===== src/rtl/disp_tgen_multi.sv =====
// -----------------------------------------------------------------------------
// disp_tgen_multi
//
// Display-timing generator for the disparity output path. It drains a
// first-word-fall-through FIFO and produces HS/VS/DE together with LANES
// pixels per clock. Geometry is held in an active set that is only replaced
// from a pending (shadow) set at safe points: immediately while stopped, or
// on the last cycle of a frame while running. FIFO underflow during DE emits
// FILL pixels and bumps a saturating error counter.
//
// Parameters
//   DW     bits per pixel
//   LANES  pixels per clock (1, 2 or 4)
//   CW     width of the timing counters and cfg fields
//   FILL   pixel value emitted when the FIFO is empty during DE
//
// Ports
//   rd_clk, rd_rstn      pixel clock, asynchronous active-low reset
//   enable               run request; a drop while running finishes the frame
//   cfg_h_* / cfg_v_*    sync/back/active/total, in clocks / lines
//   cfg_update           one-cycle pulse, captures cfg_* into the pending set
//   fifo_empty/fifo_data FWFT FIFO status and head word (lane 0 in LSBs)
//   fifo_rd_en           FIFO pop, combinational
//   out_data/out_hs/out_vs/out_de  registered pixel stream, 1 cycle behind
//                        the counters
//   frame_start          pulse aligned with the first pixel slot of a frame
//   underflow            pulse for a DE beat that found the FIFO empty
//   err_cnt              saturating underflow count, cleared on apply
//   cfg_busy             pending set captured but not yet applied
// -----------------------------------------------------------------------------
module disp_tgen_multi #(
    parameter int unsigned   DW    = 8,
    parameter int unsigned   LANES = 1,
    parameter int unsigned   CW    = 12,
    parameter logic [DW-1:0] FILL  = '0
) (
    input  logic                rd_clk,
    input  logic                rd_rstn,
    input  logic                enable,
    input  logic [CW-1:0]       cfg_h_sync,
    input  logic [CW-1:0]       cfg_h_back,
    input  logic [CW-1:0]       cfg_h_active,
    input  logic [CW-1:0]       cfg_h_total,
    input  logic [CW-1:0]       cfg_v_sync,
    input  logic [CW-1:0]       cfg_v_back,
    input  logic [CW-1:0]       cfg_v_active,
    input  logic [CW-1:0]       cfg_v_total,
    input  logic                cfg_update,
    input  logic                fifo_empty,
    input  logic [DW*LANES-1:0] fifo_data,
    output logic                fifo_rd_en,
    output logic [DW*LANES-1:0] out_data,
    output logic                out_hs,
    output logic                out_vs,
    output logic                out_de,
    output logic                frame_start,
    output logic                underflow,
    output logic [15:0]         err_cnt,
    output logic                cfg_busy
);

    localparam int unsigned PW = DW * LANES;

    typedef struct packed {
        logic [CW-1:0] sync;
        logic [CW-1:0] back;
        logic [CW-1:0] active;
        logic [CW-1:0] total;
    } tim_t;

    typedef enum logic [1:0] {
        ST_IDLE = 2'd0,
        ST_WAIT = 2'd1,
        ST_RUN  = 2'd2
    } state_t;

    // 1080p60 timing out of reset
    localparam tim_t H_DEF = {CW'(44), CW'(148), CW'(1920), CW'(2200)};
    localparam tim_t V_DEF = {CW'(5),  CW'(36),  CW'(1080), CW'(1125)};

    // Make a geometry safe to count with: total of at least 2 so that
    // total-1 never underflows, and an active window that fits inside the
    // line/frame after sync and back porch. Sums use one extra bit.
    function automatic tim_t clamp_tim(input tim_t t);
        tim_t         r;
        logic [CW:0]  sb;
        logic [CW:0]  room;
        r = t;
        if (t.total < CW'(2)) begin
            r.total = CW'(2);
        end
        sb   = {1'b0, t.sync} + {1'b0, t.back};
        room = '0;
        if (sb >= {1'b0, r.total}) begin
            r.active = '0;
        end else begin
            room = {1'b0, r.total} - sb;
            if ({1'b0, t.active} > room) begin
                r.active = room[CW-1:0];
            end
        end
        return r;
    endfunction

    state_t            state_q, state_d;
    tim_t              h_act_q, v_act_q;
    tim_t              h_pend_q, v_pend_q;
    tim_t              h_cfg_in, v_cfg_in;
    logic              cfg_busy_q;
    logic [CW-1:0]     h_cnt_q, h_cnt_d;
    logic [CW-1:0]     v_cnt_q, v_cnt_d;
    logic [15:0]       err_cnt_q, err_cnt_d;

    logic              out_hs_q, out_vs_q, out_de_q;
    logic              frame_start_q, underflow_q;
    logic [PW-1:0]     out_data_q, out_data_d;
    logic [PW-1:0]     fill_word;

    logic              run_c, h_last_c, v_last_c, eof_c, apply_c;
    logic              hs_c, vs_c, de_c, uf_c;
    logic [CW:0]       h_de_lo, h_de_hi, v_de_lo, v_de_hi;

    assign h_cfg_in = {cfg_h_sync, cfg_h_back, cfg_h_active, cfg_h_total};
    assign v_cfg_in = {cfg_v_sync, cfg_v_back, cfg_v_active, cfg_v_total};

    generate
        for (genvar gi = 0; gi < LANES; gi++) begin : g_fill
            assign fill_word[gi*DW +: DW] = FILL;
        end
    endgenerate

    // ---------------------------------------------------------------- decode
    assign run_c    = (state_q == ST_RUN);
    assign h_last_c = (h_cnt_q == h_act_q.total - CW'(1));
    assign v_last_c = (v_cnt_q == v_act_q.total - CW'(1));
    assign eof_c    = run_c & h_last_c & v_last_c;

    // An update in the same cycle as an apply point wins: the freshly
    // captured values wait for the following apply point.
    assign apply_c  = cfg_busy_q & ~cfg_update & (~run_c | eof_c);

    assign h_de_lo  = {1'b0, h_act_q.sync} + {1'b0, h_act_q.back};
    assign h_de_hi  = h_de_lo + {1'b0, h_act_q.active};
    assign v_de_lo  = {1'b0, v_act_q.sync} + {1'b0, v_act_q.back};
    assign v_de_hi  = v_de_lo + {1'b0, v_act_q.active};

    assign hs_c     = run_c & (h_cnt_q < h_act_q.sync);
    assign vs_c     = run_c & (v_cnt_q < v_act_q.sync);
    assign de_c     = run_c
                    & ({1'b0, h_cnt_q} >= h_de_lo) & ({1'b0, h_cnt_q} < h_de_hi)
                    & ({1'b0, v_cnt_q} >= v_de_lo) & ({1'b0, v_cnt_q} < v_de_hi);
    assign uf_c     = de_c & fifo_empty;

    assign fifo_rd_en = de_c & ~fifo_empty;

    // ----------------------------------------------------- FSM and counters
    always_comb begin
        state_d = state_q;
        h_cnt_d = '0;
        v_cnt_d = '0;
        case (state_q)
            ST_IDLE: begin
                if (enable) begin
                    state_d = ST_WAIT;
                end
            end
            ST_WAIT: begin
                if (!enable) begin
                    state_d = ST_IDLE;
                end else if (!fifo_empty) begin
                    state_d = ST_RUN;
                end
            end
            ST_RUN: begin
                if (h_last_c) begin
                    h_cnt_d = '0;
                    v_cnt_d = v_last_c ? '0 : v_cnt_q + CW'(1);
                end else begin
                    h_cnt_d = h_cnt_q + CW'(1);
                    v_cnt_d = v_cnt_q;
                end
                // A dropped enable only takes effect once the frame is complete
                if (eof_c && !enable) begin
                    state_d = ST_IDLE;
                end
            end
            default: begin
                state_d = ST_IDLE;
            end
        endcase
    end

    always_comb begin
        err_cnt_d = err_cnt_q;
        if (apply_c) begin
            err_cnt_d = '0;
        end else if (uf_c && (err_cnt_q != 16'hFFFF)) begin
            err_cnt_d = err_cnt_q + 16'd1;
        end
    end

    always_comb begin
        out_data_d = '0;
        if (de_c) begin
            out_data_d = fifo_empty ? fill_word : fifo_data;
        end
    end

    // ------------------------------------------------------------ registers
    always_ff @(posedge rd_clk or negedge rd_rstn) begin
        if (!rd_rstn) begin
            state_q    <= ST_IDLE;
            h_cnt_q    <= '0;
            v_cnt_q    <= '0;
            err_cnt_q  <= '0;
            h_act_q    <= H_DEF;
            v_act_q    <= V_DEF;
            h_pend_q   <= H_DEF;
            v_pend_q   <= V_DEF;
            cfg_busy_q <= 1'b0;
        end else begin
            state_q   <= state_d;
            h_cnt_q   <= h_cnt_d;
            v_cnt_q   <= v_cnt_d;
            err_cnt_q <= err_cnt_d;
            if (apply_c) begin
                h_act_q <= clamp_tim(h_pend_q);
                v_act_q <= clamp_tim(v_pend_q);
            end
            if (cfg_update) begin
                h_pend_q   <= h_cfg_in;
                v_pend_q   <= v_cfg_in;
                cfg_busy_q <= 1'b1;
            end else if (apply_c) begin
                cfg_busy_q <= 1'b0;
            end
        end
    end

    always_ff @(posedge rd_clk or negedge rd_rstn) begin
        if (!rd_rstn) begin
            out_hs_q      <= 1'b0;
            out_vs_q      <= 1'b0;
            out_de_q      <= 1'b0;
            out_data_q    <= '0;
            frame_start_q <= 1'b0;
            underflow_q   <= 1'b0;
        end else begin
            out_hs_q      <= hs_c;
            out_vs_q      <= vs_c;
            out_de_q      <= de_c;
            out_data_q    <= out_data_d;
            frame_start_q <= run_c & (h_cnt_q == '0) & (v_cnt_q == '0);
            underflow_q   <= uf_c;
        end
    end

    assign out_hs      = out_hs_q;
    assign out_vs      = out_vs_q;
    assign out_de      = out_de_q;
    assign out_data    = out_data_q;
    assign frame_start = frame_start_q;
    assign underflow   = underflow_q;
    assign err_cnt     = err_cnt_q;
    assign cfg_busy    = cfg_busy_q;

endmodule


===== config.mk =====
export PLATFORM = sky130hd
export DESIGN_NAME = disp_tgen_multi
export DESIGN_NICKNAME = d
export VERILOG_FILES = /design/src/rtl/disp_tgen_multi.sv
export SDC_FILE = /design/constraint.sdc
export NUM_CORES = 1
export LEC_CHECK = 0
export ABC_AREA = 1
export CAP_MARGIN = 15
export CORE_MARGIN = 1
export CORE_UTILIZATION = 60
export DETAILED_ROUTE_END_ITERATION = 7
export PLACE_DENSITY = 0.92
export REMOVE_ABC_BUFFERS = 1
export SYNTH_ARGS = -nofsm -noshare
export SYNTH_HDL_FRONTEND = slang
export SYNTH_SLANG_ARGS = --single-unit

===== constraint.sdc =====
create_clock -name rd_clk -period 6.61 [get_ports rd_clk]
set_input_delay 1.6525 -clock rd_clk [delete_from_list [all_inputs] [get_ports rd_clk]]
set_output_delay 1.6525 -clock rd_clk [all_outputs]
set_load 0.01 [all_outputs]

==> flow_metrics.py, run 1 <==
metrics = {
    "worst_setup_path": {
        "cp.depth": 27,
        "max_stage_delay_ns": 0.55,
        "crit_fanout": 6,
        "cp_top_family": "adder cells",
        "start_kind": "flip-flop",
        "critPathSlowestCell": "dfstp_2",
        "reg2regPathDepth": 21,
        "r2r_setup_slack_ns": 1.10,
        "critPathLaunch": "v_act_q[36]$_DFFE_PN1P_",
        "critical_path_class": "flip-flop to output port",
        "reg2reg_to": "h_act_q[23]$_DFFE_PN0P_",
        "critical_path_buf_inv_count": 5,
        "cp_data_arrival_time_ns": 4.73,
        "worstPathRequired_ns": 4.96,
        "r2r-start": "h_pend_q[36]$_DFFE_PN0P_",
        "critPathCaptureType": "output port",
        "worstSetupEndpoint": "fifo_rd_en",
    },
    "power": {
        "intPower_w": 0.00459,
        "leakage_nw": 10.2,
        "p_total_w": 0.00838,
        "p_clk_share_pct": 19.6,
        "swShare_pct": 45.2,
        "cellPowerDensity_nw_per_um2": 411,
        "vdd_drop_max_mv": 0.234,
        "p_comb_share_pct": 54.7,
        "p_seq_share_pct": 25.7,
        "power.switching_w": 0.00379,
    },
    "clock_tree": {
        "clockRootBuffer": "clkbuf_16",
        "cts.clk_slew.worst_paths_ns": 0.06,
        "cts_buffers": 29,
        "postCtsHoldBufs": 0,
        "clk_latency_ns": 0.56,
        "clock_path_buffers": 3,
        "clock_sinks": 248,
        "cts_tree": "built",
        "h-tree-depth": 1,
    },
    "place": {
        "place_congestion": 0.957,
        "numPortBuffers": 139,
        "dpl-instance-area_um2": 19200,
        "dp_slack_ns": 0.250,
        "hpwl_mm": 35.1,
    },
    "route": {
        "drt_iter0_markers": 1399,
        "drt-total-wl_mm": 46.8,
        "wire_per_inst_um": 16.8,
        "ant_nets": 0,
        "vias_per_cell": 5.71,
        "drc": 0,
        "drt-pass1-iter-count": 5,
        "num_vias": 15900,
    },
    "timing": {
        "setup_tns_ns": 0,
        "whs_ns": 0.476,
        "finalCritPeriodShare_pct": 96.6,
        "slew_violations": 0,
        "finalCriticalPeriod_ns": 6.39,
        "hold_viol": 0,
        "layout_setup_ws_ns": 0.223,
        "worst_pin_slew_ns": 1.05,
        "slew_headroom_pct": 29.8,
        "max_freq_mhz": 157,
        "clock_skew_ns": 0.0190,
        "finalSetupViolations": 0,
    },
    "yosys": {
        "synth_seq_cells": 248,
        "async_flop_share_pct": 100,
        "synth.largest_area_cell": "dfrtp_1",
        "syn_area_um2": 17700,
        "synth_edf_count": 0,
        "synthTopCellsByArea": "dfrtp_1 (27%), ha_1 (14%), nand2_1 (11%), dfstp_2 (8.0%), inv_1 (6.4%)",
        "syn_area_per_cell_um2": 7.78,
        "ys_seq_area_share_pct": 35.4,
        "synth_common_cells": "nand2_1 (525), inv_1 (304), ha_1 (196)",
        "synth_cell_type_count": 52,
        "synth_top_cell_area_share_pct": 27.4,
        "synth.most_common_cell": "nand2_1",
        "synth-warning-count": 0,
        "syn_inst": 2275,
        "synth-main-ff-cell": "dfrtp_1",
    },
    "floorplanning": {
        "rows": 62,
        "dieArea_um2": 30200,
        "ios": 140,
        "die_w_um": 174,
        "fp.dieH_um": 174,
        "start_util_pct": 61.3,
        "core_area_um2": 28900,
    },
    "global_route": {
        "track_usage_pct": 31.2,
        "antenna_found_initial": 1,
        "grt_pass1_wl_mm": 77.2,
        "grt_max_degree": 132,
        "grt_pass1_vias": 15900,
        "gr-total-overflow": 0,
    },
    "layout": {
        "multi_input_area_um2": 9990,
        "fin_nets": 2695,
        "final_area_um2": 20400,
        "drive_gt1_share_pct": 6.99,
        "area_growth_pct": 15.2,
        "regArea_um2": 6270,
        "fillCellCount": 2158,
        "antenna_cells": 0,
    },
    "job": {
        "cap_viol_max_count": 0,
    },
    "worst_hold_path": {
        "min_from": "v_pend_q[0]$_DFFE_PN1P_",
        "hp-class": "flip-flop to flip-flop",
    },
    "run_status": {
        "outcome": "finished clean",
    },
}
==> cells by family (layout without fill, tap and decap cells) <==
| logic type | Yosys count | in the layout | synth area share, % |
|---|---|---|---|
| and+or+nand+nor | 888 | 888 | 21.5 |
| AOI/OAI and AO/OA | 416 | 416 | 12.6 |
| buffers and inverters | 385 | 515 | 8.86 |
| DFF | 248 | 248 | 35.4 |
| adders and majority gates | 204 | 204 | 14.8 |
| xor gates and xnor gates | 134 | 134 | 6.83 |
==> per-layer routing <==
layer | up-vias | wire length [um] | GRT usage [%]
met5 | - | 15 | 0
met4 | 2 | 1150 | 9.61
met3 | 104 | 3400 | 4.65
met2 | 600 | 22100 | 52.1
met1 | 7540 | 20200 | 42.0
li1 | 7683 | - | -
==> how the worst min path moves through the flow <==
| stage | to | cells past startpoint |
|---|---|---|
| finish | v_pend_q[0]$_DFFE_PN1P_ | 2 |
| floorplan | v_pend_q[0]$_DFFE_PN1P_ | 2 |
| CTS | h_act_q[31]$_DFFE_PN1P_ | 2 |
| global placement | h_act_q[22]$_DFFE_PN1P_ | 2 |
| global route | h_act_q[28]$_DFFE_PN1P_ | 2 |
| detailed placement | h_act_q[22]$_DFFE_PN1P_ | 2 |
==> sequential cells by signal, indices dropped and copies added (netlist names) <==
signal,flops
h_act_q,48
h_pend_q,48
v_act_q,48
v_pend_q,48
err_cnt,16
h_cnt_q,12
v_cnt_q,12
out_data,8
state_q,2
cfg_busy,1
frame_start,1
out_de,1
out_hs,1
out_vs,1
underflow,1
==> power groups by stage <==
stage          sequential (W)  clock [W]  combinational (W)
2_1_floorplan         0.00204          0            0.00328
3_5_place_dp          0.00215          0            0.00429
4_1_cts               0.00213    0.00165            0.00444
3_3_place_gp          0.00213          0            0.00410
6_report              0.00215    0.00164            0.00459
5_1_grt               0.00217    0.00171            0.00519
==> timing repair <==
| item | CTS | global route |
|---|---|---|
| pin swaps | 5 | 10 |
| gates resized for setup | 12 | 16 |
| setup buffers | 3 | 2 |
| endpoints found under the setup margin | 1 | 1 |
| hold endpoints to repair | 0 | 0 |
==> layout make-up <==
type,count,share of cell area [%]
tap,384,2.36
sequential,248,30.8
clock inverter,16,0.859
timing repair buffer,154,7.43
clock buffer,38,3.92
multi-input combinational,1642,49.0
inverter,307,5.65
==> metrics by stage <==
stage	std cells	util, %
after floorplan	2197	-
after global placement	2730	66.7
after detailed placement	2730	66.7
after CTS	2787	70.4
after global routing	2789	70.6
final	2789	70.6
==> placed cells by master, fill, tap and decap left out, types with 3 or more instances in the layout <==
cell and n:
ha_4 3, fa_1 6, o21ai_1 77, xor2_2 3
nand2_1 522, clkinv_2 8, clkdlybuf4s50_1 136, inv_1 304
bufinv_16 3, clkbuf_8 4, a211oi_1 5, a21o_1 7
nand3_1 97, a21oi_1 112, xor2_1 96, nor2_4 4
nand2_2 5, clkbuf_1 5, dfstp_2 54, a31oi_1 10
o211ai_1 9, clkbuf_16 29, nor3_1 29, ha_1 191
nand4_1 59, nor4_1 15, or2_2 6, dfrtp_1 194
nand3b_1 4, nand3_2 3, o21a_1 4, xnor2_1 33
buf_4 15, o21ai_0 164, nor2_1 131, a21oi_2 4
o21bai_1 14
==> worst min-delay path, cell delays in order (launching register included) <==
cell,delay [ns]
dfstp_2,0.37
nand2_1,0.05
nand2_1,0.05
Power figures use the tool's default switching activity.
==> inputs of run 2 (changes only) <==
--- a/config.mk
+++ b/config.mk
@@ -7,7 +7,7 @@
 export LEC_CHECK = 0
 export ABC_AREA = 1
 export CAP_MARGIN = 15
-export CORE_MARGIN = 1
+export CORE_MARGIN = 2
 export CORE_UTILIZATION = 60
 export DETAILED_ROUTE_END_ITERATION = 7
 export PLACE_DENSITY = 0.92
==> flow_metrics.py, run 2 (synthesized netlist as in run 1, its figures left out) <==
metrics = {
    "layout": {
        "utilization_pct": 70.8,
        "area_growth_pct": 15.4,
        "fin_nets": 2699,
        "final_cell_mix": "nand2_1 (525), inv_1 (304), dfrtp_1 (194)",
        "layout_commonest_cell": "nand2_1",
        "antenna_cells": 0,
        "drive_gt1_share_pct": 6.77,
        "final_area_um2": 20400,
        "final_cells": 2792,
    },
    "floorplanning": {
        "start_util_pct": 61.3,
        "fp.dieH_um": 176,
        "dieArea_um2": 30900,
        "rows": 62,
        "core_area_um2": 28900,
        "ios": 140,
        "die_w_um": 176,
    },
    "global_route": {
        "grt_pass1_wl_mm": 76.8,
        "gr-total-overflow": 0,
        "track_usage_pct": 30.5,
        "grt_max_degree": 127,
        "gr-usage-met3_pct": 5.67,
        "busiest_layer": "met2",
        "antenna_found_initial": 0,
        "met2_usage_pct": 49.9,
        "grt_pass1_vias": 15900,
        "gr-usage-met1_pct": 40.7,
    },
    "power": {
        "cellPowerDensity_nw_per_um2": 413,
        "p_total_w": 0.00844,
        "p_clk_share_pct": 19.9,
        "vdd_drop_max_mv": 0.252,
        "leakage_nw": 10.2,
        "p_seq_share_pct": 25.4,
        "p_comb_share_pct": 54.7,
        "swShare_pct": 44.9,
        "intPower_w": 0.00465,
        "power.switching_w": 0.00379,
    },
    "run_status": {
        "outcome": "finished clean",
    },
    "worst_setup_path": {
        "r2r_setup_slack_ns": 0.92,
        "r2r-start": "h_pend_q[24]$_DFFE_PN0P_",
        "critPathCaptureType": "output port",
        "crit_fanout": 4,
        "critPathLaunch": "h_act_q[24]$_DFFE_PN0P_",
        "start_kind": "flip-flop",
        "worstPathRequired_ns": 4.96,
        "reg2reg_to": "h_act_q[23]$_DFFE_PN0P_",
        "cp_data_arrival_time_ns": 4.81,
        "critical_path_buf_inv_count": 5,
        "reg2regPathDepth": 21,
        "cp_top_family": "adder cells",
        "critPathSlowestCell": "fa_1",
        "cp.depth": 27,
        "crit_top_cell": "inv_1",
        "critical_path_class": "flip-flop to output port",
        "max_stage_delay_ns": 0.41,
        "worstSetupEndpoint": "fifo_rd_en",
    },
    "place": {
        "place_congestion": 0.966,
        "numPortBuffers": 139,
        "dpl.cell_count": 2731,
        "dpl-instance-area_um2": 19300,
        "hpwl_mm": 35.1,
    },
    "timing": {
        "clock_skew_ns": 0.00860,
        "hold_viol": 0,
        "whs_ns": 0.474,
        "worst_pin_slew_ns": 0.986,
        "slew_violations": 0,
        "finalCriticalPeriod_ns": 6.46,
        "finalSetupViolations": 0,
        "finalCritPeriodShare_pct": 97.7,
        "max_freq_mhz": 155,
        "slew_headroom_pct": 34.2,
    },
    "clock_tree": {
        "clock_path_buffers": 3,
        "cts.clk_slew.worst_paths_ns": 0.06,
        "cts_buffers": 28,
        "clockRootBuffer": "clkbuf_16",
        "cts_tree": "built",
        "clk_latency_ns": 0.56,
        "h-tree-depth": 1,
        "clock_sinks": 248,
    },
    "route": {
        "drt-pass1-iter-count": 7,
        "drt-total-wl_mm": 46.9,
        "ant_nets": 0,
        "num_vias": 16000,
        "drt_iter0_markers": 1168,
        "drc": 0,
        "vias_per_cell": 5.74,
        "wire_per_inst_um": 16.8,
    },
    "worst_hold_path": {
        "hp-class": "flip-flop to flip-flop",
    },
    "job": {
        "cap_viol_max_count": 0,
    },
}
run 2: cell types whose count changed in the layout (fill, tap and decap cells not counted), moves of 3 or more:
cell,previous run,this run
buf_4,15,20
clkinv_2,8,3
clkbuf_8,4,8
nand2_1,522,525
nand2_2,5,2
run 2: stage by stage:
stage	worst slack (ns)	TNS (ns)
floorplan	1.02	0
global placement	0.352	0
detailed placement	0.195	0
CTS	0.0694	0
global route	-0.0931	-0.0931
finish	0.151	0
run 2: cell type report:
class,count,area [um2]
repair buffers,159,1550
flip-flops and latches,248,6270
multi-input cells,1642,9960
clock inverters,12,156
fillers,2185,8430
inverters,307,1150
well taps,384,480
clock buffers,40,847
run 2: what timing repair did:
item	in CTS	in global routing
hold buffers	0	0
resized for setup	8	10
pin swaps	6	5
endpoints found under the setup margin	1	1
buffers inserted	5	4
run 2: worst min-delay path: cells and delay by family, from the launching register on:
family           cells  cell delay (ns)
AND/OR/NAND/NOR      2             0.11
flip-flops           1             0.37
run 2: power groups by stage:
stage          clock network (W)  registers [W]  logic, W
6_report                 0.00168        0.00215   0.00462
5_1_grt                  0.00175        0.00217   0.00522
4_1_cts                  0.00169        0.00213   0.00447
3_5_place_dp                   0        0.00214   0.00432
3_3_place_gp                   0        0.00213   0.00411
2_1_floorplan                  0        0.00204   0.00328
run 2: layer usage:
metal | up-vias | wire length [um]
li1 | 7689 | -
met1 | 7561 | 19800
met2 | 622 | 21500
met3 | 148 | 3870
met4 | 0 | 1690
met5 | - | 0
run 2: worst min-delay path by stage:
stage                       startpoint                      end  slack [ns]  cells after the start
4_1_cts        v_pend_q[0]$_DFFE_PN1P_  v_pend_q[0]$_DFFE_PN1P_        0.48                      2
3_5_place_dp   v_pend_q[0]$_DFFE_PN1P_  v_pend_q[0]$_DFFE_PN1P_        0.47                      2
3_3_place_gp   v_pend_q[0]$_DFFE_PN1P_  v_pend_q[0]$_DFFE_PN1P_        0.46                      2
2_1_floorplan  v_pend_q[0]$_DFFE_PN1P_  v_pend_q[0]$_DFFE_PN1P_        0.44                      2
6_report       v_pend_q[0]$_DFFE_PN1P_  v_pend_q[0]$_DFFE_PN1P_        0.47                      2
5_1_grt        v_pend_q[0]$_DFFE_PN1P_  v_pend_q[0]$_DFFE_PN1P_        0.49                      2
==> inputs of run 3 (changes only) <==
--- a/config.mk
+++ b/config.mk
@@ -12,6 +12,7 @@
 export DETAILED_ROUTE_END_ITERATION = 7
 export PLACE_DENSITY = 0.92
 export REMOVE_ABC_BUFFERS = 1
+export SLEW_MARGIN = 10
 export SYNTH_ARGS = -nofsm -noshare
 export SYNTH_HDL_FRONTEND = slang
 export SYNTH_SLANG_ARGS = --single-unit
==> results of run 3 <==
No change in the layout: final DEF, timing and power equal those of run 2.
